<file path="config.mk">
export PLATFORM = sky130hd
export DESIGN_NAME = uart_rx_fifo
export DESIGN_NICKNAME = d
export VERILOG_FILES = /design/src/rtl/uart_rx_fifo.sv
export SDC_FILE = /design/constraint.sdc
export NUM_CORES = 1
export LEC_CHECK = 0
export CAP_MARGIN = 20
export CELL_PAD_IN_SITES_DETAIL_PLACEMENT = 1
export CELL_PAD_IN_SITES_GLOBAL_PLACEMENT = 2
export CORE_UTILIZATION = 36
export CTS_CLUSTER_SIZE = 14
export DETAILED_ROUTE_END_ITERATION = 6
export PLACE_DENSITY_LB_ADDON = 0.1
export REMOVE_ABC_BUFFERS = 1
export SLEW_MARGIN = 20
export SYNTH_ARGS = -nofsm -noshare
export SYNTH_HDL_FRONTEND = slang
export SYNTH_SLANG_ARGS = --single-unit
export TNS_END_PERCENT = 30
</file>
<file path="constraint.sdc">
create_clock -name clock -period 2.1 [get_ports clock]
set_input_delay 0.21 -clock clock [delete_from_list [all_inputs] [get_ports clock]]
set_output_delay 0.21 -clock clock [all_outputs]
set_load 0.005 [all_outputs]
</file>
<file path="src/rtl/uart_rx_fifo.sv">
// UART receiver with baud divider, mid-bit sampling, optional parity, 1/2 stop bits
// and a first-word fall-through output FIFO with parity/framing/overrun flags.
module uart_rx_fifo #(
  parameter int DATA_BITS    = 8,
  parameter int CLKS_PER_BIT = 16,
  parameter int PARITY_EN    = 0,
  parameter int PARITY_ODD   = 0,
  parameter int STOP_BITS    = 1,
  parameter int FIFO_DEPTH   = 4
) (
  input  logic                               clock,
  input  logic                               reset,
  input  logic                               Serial_in,
  input  logic                               rd_en,
  output logic [DATA_BITS-1:0]               uart_rx_data_bus,
  output logic                               uart_data_ready,
  output logic [$clog2(FIFO_DEPTH+1)-1:0]    fifo_count,
  output logic                               parity_err,
  output logic                               frame_err,
  output logic                               overrun_err,
  output logic                               statev
);

  localparam int CW = $clog2(CLKS_PER_BIT);
  localparam int PW = $clog2(FIFO_DEPTH);
  localparam int NW = $clog2(FIFO_DEPTH+1);
  localparam logic [CW-1:0] HALF_M1   = CW'(CLKS_PER_BIT/2 - 1);
  localparam logic [CW-1:0] FULL_M1   = CW'(CLKS_PER_BIT - 1);
  localparam logic [3:0]    LAST_DATA = 4'(DATA_BITS - 1);
  localparam logic [3:0]    LAST_STOP = 4'(STOP_BITS - 1);
  localparam logic [NW-1:0] FULL_CNT  = NW'(FIFO_DEPTH);
  localparam logic          ODD       = (PARITY_ODD != 0);

  typedef enum logic [2:0] {IDLE, START, DATA, PARITY, STOP} state_t;

  state_t               state;
  logic                 sync1, rx_s, rx_prev;
  logic [CW-1:0]        clk_cnt;
  logic [3:0]           bit_cnt;
  logic [DATA_BITS-1:0] shift;
  logic                 parity_bad, stop_bad;

  logic [DATA_BITS-1:0] mem [FIFO_DEPTH];
  logic [PW-1:0]        wr_ptr, rd_ptr;
  logic [NW-1:0]        count;

  logic tick_full, frame_end, frame_bad, full, pop, push;

  assign tick_full = (clk_cnt == FULL_M1);
  assign frame_end = (state == STOP) && tick_full && (bit_cnt == LAST_STOP);
  // The final stop sample is still on rx_s at cycle L, so fold it in directly.
  assign frame_bad = stop_bad | ~rx_s;
  assign full      = (count == FULL_CNT);
  assign pop       = rd_en && (count != '0);
  assign push      = frame_end && !frame_bad && !parity_bad && (!full || pop);

  always_ff @(posedge clock) begin
    if (!reset) begin
      state       <= IDLE;
      sync1       <= 1'b1;
      rx_s        <= 1'b1;
      rx_prev     <= 1'b1;
      clk_cnt     <= '0;
      bit_cnt     <= '0;
      shift       <= '0;
      parity_bad  <= 1'b0;
      stop_bad    <= 1'b0;
      parity_err  <= 1'b0;
      frame_err   <= 1'b0;
      overrun_err <= 1'b0;
    end else begin
      sync1       <= Serial_in;
      rx_s        <= sync1;
      rx_prev     <= rx_s;
      parity_err  <= frame_end && !frame_bad && parity_bad;
      frame_err   <= frame_end && frame_bad;
      overrun_err <= frame_end && !frame_bad && !parity_bad && full && !pop;
      clk_cnt     <= clk_cnt + 1'b1;
      case (state)
        IDLE: begin
          // Requires a genuine 1->0 transition, so a line stuck low never restarts.
          if (!rx_s && rx_prev) begin
            state      <= START;
            clk_cnt    <= '0;
            bit_cnt    <= '0;
            shift      <= '0;
            parity_bad <= 1'b0;
            stop_bad   <= 1'b0;
          end
        end
        START: begin
          if (clk_cnt == HALF_M1) begin
            clk_cnt <= '0;
            state   <= rx_s ? IDLE : DATA;
          end
        end
        DATA: begin
          if (tick_full) begin
            clk_cnt <= '0;
            shift   <= {rx_s, shift[DATA_BITS-1:1]};
            if (bit_cnt == LAST_DATA) begin
              bit_cnt <= '0;
              state   <= (PARITY_EN != 0) ? PARITY : STOP;
            end else begin
              bit_cnt <= bit_cnt + 1'b1;
            end
          end
        end
        PARITY: begin
          if (tick_full) begin
            clk_cnt    <= '0;
            parity_bad <= ((^shift) ^ rx_s) != ODD;
            state      <= STOP;
          end
        end
        STOP: begin
          if (tick_full) begin
            clk_cnt <= '0;
            if (!rx_s) stop_bad <= 1'b1;
            if (bit_cnt == LAST_STOP) state <= IDLE;
            else bit_cnt <= bit_cnt + 1'b1;
          end
        end
        default: state <= IDLE;
      endcase
    end
  end

  always_ff @(posedge clock) begin
    if (push) mem[wr_ptr] <= shift;
  end

  always_ff @(posedge clock) begin
    if (!reset) begin
      wr_ptr <= '0;
      rd_ptr <= '0;
      count  <= '0;
    end else begin
      if (push) wr_ptr <= wr_ptr + 1'b1;
      if (pop)  rd_ptr <= rd_ptr + 1'b1;
      case ({push, pop})
        2'b10:   count <= count + 1'b1;
        2'b01:   count <= count - 1'b1;
        default: count <= count;
      endcase
    end
  end

  assign uart_data_ready  = (count != '0);
  assign fifo_count       = count;
  assign uart_rx_data_bus = uart_data_ready ? mem[rd_ptr] : '0;
  assign statev           = (state != IDLE);

endmodule

</file>
# --- Word level (Yosys, flattened, before mapping) ---
# Memories as Yosys holds them, arrays and structs flattened. A register that Yosys moved wholly into a read port is not among the register bits.
# Index checks and enable logic that the tools add are counted.
totals:
  mem_bits_rw: 32
  output_inout_bits: 16
  mem_count: 1
  wordCells: 111
  rom_bits: 0
  latch_bits: 0
  ff_bits: 34
classes:
  mux: 34
  bitwise_logic: 3
  shifts: 0
  magnitude_cmp: 0
  n_eq_ne: 19
  multipliers: 0
  add_sub_neg: 6
  div_mod_pow: 0
  n_reduce_logical: 33
mem_list:
  columns: ["name", "depth", "width", "rd", "rd_clocked_by_memory_dff", "wr", "line", "text"]
  rows:
  - ["mem", 4, 8, 1, 1, 1, "43", "logic [DATA_BITS-1:0] mem [FIFO_DEPTH];"]
op_table:
  columns: ["cell", "n"]
  rows:
  - ["$mux 4", 8]
  - ["$mux 8", 3]
  - ["$pmux 4 s3", 2]
  - ["$mux 3", 7]
  - ["$ne 2x2->1 const B", 8]
  - ["$pmux 8 s2", 1]
  - ["$pmux 3 s5", 1]
  - ["$logic_and 1x1->1", 11]
  - ["$reduce_bool 3->1", 3]
  - ["$add 4x1->4 const B", 2]
  - ["$eq 4x3->1 const B", 2]
  - ["$reduce_bool 2->1", 4]
  - ["$reduce_xor 8->1", 1]
  - ["$reduce_and 7->1", 1]
  - ["$eq 3x2->1 const B", 2]
  - ["$eq 3x3->1 const B", 2]
  - ["$mux 1", 6]
  - ["$mux 2", 3]
  - ["$pmux 3 s2", 1]
  - ["$reduce_and 3->1", 2]
  - ["$logic_not 1->1", 5]
  - ["$reduce_and 5->1", 1]
  - ["$add 2x1->2 const B", 2]
  - ["$eq 4x4->1 const B", 1]
  - ["other kinds (15)", 16]

# --- Logic depth before layout (Yosys ltp) ---
logic_depth:
  depth_word: 8
  ltp_mapped: 10

# --- Least setup slack after synthesis ---
# OpenSTA, ideal clock, no wires.
synth_timing:
  path_type: "reg-to-reg"
  startpoint: "register bit_cnt[0]"
  endpoint: "register count[2] (netlist: fifo_count[2])"
  n_path_buf: 0
  setup_slack_ps: -181
  setup_ps: 62
  t_arrival_ps: 2218
  path_stages_with_launch: 11
  path_cell_list: "dfxtp_1 -> inv_1 -> ha_1 -> or4b_1 -> nor4_2 -> nand2b_1 -> fa_1 -> nand2_1 -> or3_1 -> a211o_1 -> nand3_1"
synth_between:
  elab_chain_len: 7
  word_cells_on_any_way: 9
synth_rtl:
  columns: ["element", "line", "text"]
  rows:
  - ["start: declaration", "39", "logic [3:0] bit_cnt;"]
  - ["start signal: assignment", "105", "bit_cnt <= bit_cnt + 1'b1;"]
  - ["start signal: assignment", "121", "else bit_cnt <= bit_cnt + 1'b1;"]
  - ["$logic_not 4->1 (*)", "50", "assign frame_end = (state == STOP) && tick_full && (bit_cnt == LAST_STOP);"]
  - ["$logic_and 1x1->1 (*)", "50", null]
  - ["$logic_and 1x1->1 (*) (3 in a row)", "55", "assign push = frame_end && !frame_bad && !parity_bad && (!full || pop);"]
  - ["$eq 2x1->1 / $eq 2x2->1 (equally long branches)", "141", "case ({push, pop})"]
  - ["$pmux 3 s2 / $reduce_bool 2->1 (equally long branches)", null, null]
  - ["end signal: assignment", "142", "2'b10: count <= count + 1'b1;"]
  - ["end signal: assignment", "143", "2'b01: count <= count - 1'b1;"]
  - ["end signal: assignment", "144", "default: count <= count;"]
  - ["end: declaration", "45", "logic [NW-1:0] count;"]
# Every way passes the cells marked *; elsewhere a longest branch is shown, timed or not.
# A chain may end at the register's enable or synchronous reset.

# --- Worst setup path in the final report ---
# Same ends and word-level chain as after synthesis.

==> results.sh <==
export IMPL_status="complete, but fails checks"
export IMPL_violations="setup timing"
export IMPL_cp_max_fo=2
export IMPL_coreArea_sq_um=8260
export IMPL_synth_edf_count=32
export IMPL_cp_depth=10
export IMPL_worstSetupStartpoint="bit_cnt[0]$_SDFFE_PN0P_"
export IMPL_maxCapViolations=0
export IMPL_cts_tree="done"
export IMPL_clockBufferDepth=2
export IMPL_hp_start="sync1$_SDFF_PN1_"
export IMPL_clk_latency_ps=340
export IMPL_tightest_slew_ps=369
export IMPL_rows=33
export IMPL_synthTopCellsByCount="dfxtp_1, edfxtp_1, nand2_1, nand3_1, nand2b_1"
export IMPL_grt_setup_unrepaired="yes"
export IMPL_synthCells=267
export IMPL_setup_viol=1
export IMPL_dp_slack_ps=-231
export IMPL_dpl_hpwl_um=4780
export IMPL_path_clk_slew_ps=80
export IMPL_antenna_cells=0
export IMPL_critPathLaunchType="flip-flop"
export IMPL_ys_seq_elements=68
export IMPL_wl_um=6730
export IMPL_cts_buffers=9
export IMPL_cts_num_sinks=68
export IMPL_wl_per_cell_um=15.2
export IMPL_syn_area_per_cell_sq_um=11.6
export IMPL_slowest_stage="or4b_4"
export IMPL_fin_tns_setup_ps=-201
export IMPL_layout_min_cycle_time_ps=2300
export IMPL_track_usage_pct=16.5
export IMPL_hold_path_depth=1
export IMPL_fp_dieW_um=94.7
export IMPL_fin_crit_sh_pct=110
export IMPL_vias_per_cell=4.95
export IMPL_hold_viol_final=0
export IMPL_cts_root_buf="clkbuf_8"
export IMPL_final_util_pct=49.1
export IMPL_worstSetupPathType="flip-flop to flip-flop"
export IMPL_synth_top_area_cell="edfxtp_1"
export IMPL_areaGrowthSynthToFinish_pct=31.2
export IMPL_die_area_sq_um=8970
export IMPL_ir_worst_vdd_v=0.000258
export IMPL_drive_gt1_share_pct=27.5
export IMPL_initialDrtViolationCount=47
export IMPL_required_ps=2380
export IMPL_hold_class="flip-flop to flip-flop"
export IMPL_critPathCaptureType="flip-flop"
export IMPL_overflow=0
export IMPL_maxSlewHeadroom_pct=75.2
export IMPL_power_leakage_nw=1.54
export IMPL_worstPathArrival_ps=2580
export IMPL_synth_ff_type="dfxtp_1"
export IMPL_r2r_cells=10
export IMPL_num_vias=2191
export IMPL_seq_area_frac_synth_pct=54.4
export IMPL_hold_ws_ps=411
export IMPL_ys_types=46
export IMPL_netlist_top_cells_area="edfxtp_1, dfxtp_1, mux4_2"
export IMPL_async_flop_share_pct=0
export IMPL_synth_area_sq_um=3090
export IMPL_grt_max_degree=20
export IMPL_antenna_found_initial=0
export IMPL_cpLargestDelayFamily="simple AND/OR/NAND/NOR gates"
export IMPL_reg2reg_from="bit_cnt[0]$_SDFFE_PN0P_"
export IMPL_layout_nets=345
export IMPL_grt_pass1_wl_um=10900
export IMPL_cp_num_buf_inv=1
export IMPL_drc=0
export IMPL_fillCellCount=891
export IMPL_start_util_pct=37.5
export IMPL_io_pins=20
export IMPL_critical_path_max_stage_delay_ps=470
export IMPL_skew_ps=6.90
export IMPL_globalplace_congestion=0.701
export IMPL_synth_most_common_cell="dfxtp_1"
export IMPL_ys_warn_count=0
export IMPL_yosysTopAreaCellShare_pct=31.1
export IMPL_p_total_mw=2.60
export IMPL_dr_pass1_iters=4
export IMPL_cts_htree_levels=3
export IMPL_powerDensity_nw_per_um2=641
export IMPL_grt_pass1_vias=2239
export IMPL_finalMaxSlewViolations=0
export IMPL_fmax_mhz=435
export IMPL_path_cells="inv_2 > ha_4 > or4b_4 > nor4_4 > nand2b_4 > fa_1 > nand2_1 > or3_1 > a211o_1 > nand3_1"
export IMPL_setup_slack_ps=-201
export IMPL_io_buffer_count=19
export IMPL_die_h_um=94.7
export IMPL_postRouteAntennaNets=0
## flip-flops by register name (all words and copies together) (netlist names), 2 cells and up, named ones only
register / count
rd_ptr: 2
clk_cnt: 4
wr_ptr: 2
fifo_count: 3
bit_cnt: 4
mem: 32
state: 3
shift: 8
## cell families after synthesis
family,Yosys count,synth area share [%]
flops,68,54.4
simple gates,110,20.8
mux,11,6.80
buf+inv,21,2.63
xor+xnor,15,4.25
compound gates,34,7.65
fa+ha+maj,8,3.48
## worst reg2reg max path: stages, from the launching register on
cell and delay [ps]:
dfxtp_2 340, inv_2 80, ha_4 130, or4b_4 470, nor4_4 160, nand2b_4 170, fa_1 180, nand2_1 70
or3_1 300, a211o_1 260, nand3_1 80
## layout by cell type, fill, tap and decap left out, types with 7 or more instances in the layout
cell / instances
nor2b_1: 13
clkbuf_8: 9
edfxtp_1: 32
buf_4: 40
mux4_2: 8
xnor2_1: 11
nor3_1: 7
nand2b_1: 13
dfxtp_1: 31
inv_1: 9
nand2_1: 16
a21boi_1: 11
nor2_1: 12
nand3_1: 15
clkdlybuf4s50_1: 11
## through the flow
step           instance area (sq um)  std cells
2_1_floorplan                   3050        257
3_3_place_gp                    3700        418
3_5_place_dp                    3700        418
4_1_cts                         3970        438
5_1_grt                         4060        443
6_report                        4060        443
## timing repair
item,in CTS,in global routing
pin swaps,1,1
hold buffers,0,0
buffers inserted,4,5
hold endpoints to repair,0,0
endpoints found under the setup margin,42,40
resized for setup,9,20
## where the power goes
part           switching [mW]  total [mW]  internal [mW]  leakage [nW]
sequential            0.00433        1.39           1.38         0.589
combinational          0.0479      0.0929         0.0450         0.851
clock                   0.554        1.12          0.569         0.102
## layout make-up
cell class,instances,area [sq um],share of cell area [%]
Timing Repair Buffer,65,603,14.9
Clock buffer,9,124,3.05
Tap cell,105,131,3.24
Multi-Input combinational cell,178,1390,34.2
Inverter,11,41.3,1.02
Sequential cell,68,1690,41.6
Clock inverter,7,83.8,2.07
## path summary, 6_finish.rpt
| path | slack (ps) | endpoint |
|---|---|---|
| max reg2reg | -200 | fifo_count[2]$_SDFFE_PN0P_ |
| max | -200 | fifo_count[2]$_SDFFE_PN0P_ |
| min | 410 | rx_s$_SDFF_PN1_ |
| min reg2reg | 410 | rx_s$_SDFF_PN1_ |
## per-layer routing
metal / GRT usage, % / vias up / wire length [um]
li1: - / 1087 / -
met1: 18.8 / 1071 / 3050
met2: 29.3 / 25 / 3430
met3: 3.86 / 8 / 154
met4: 7.20 / 0 / 102
met5: 0 / - / 0
Power figures use the tool's default switching activity.
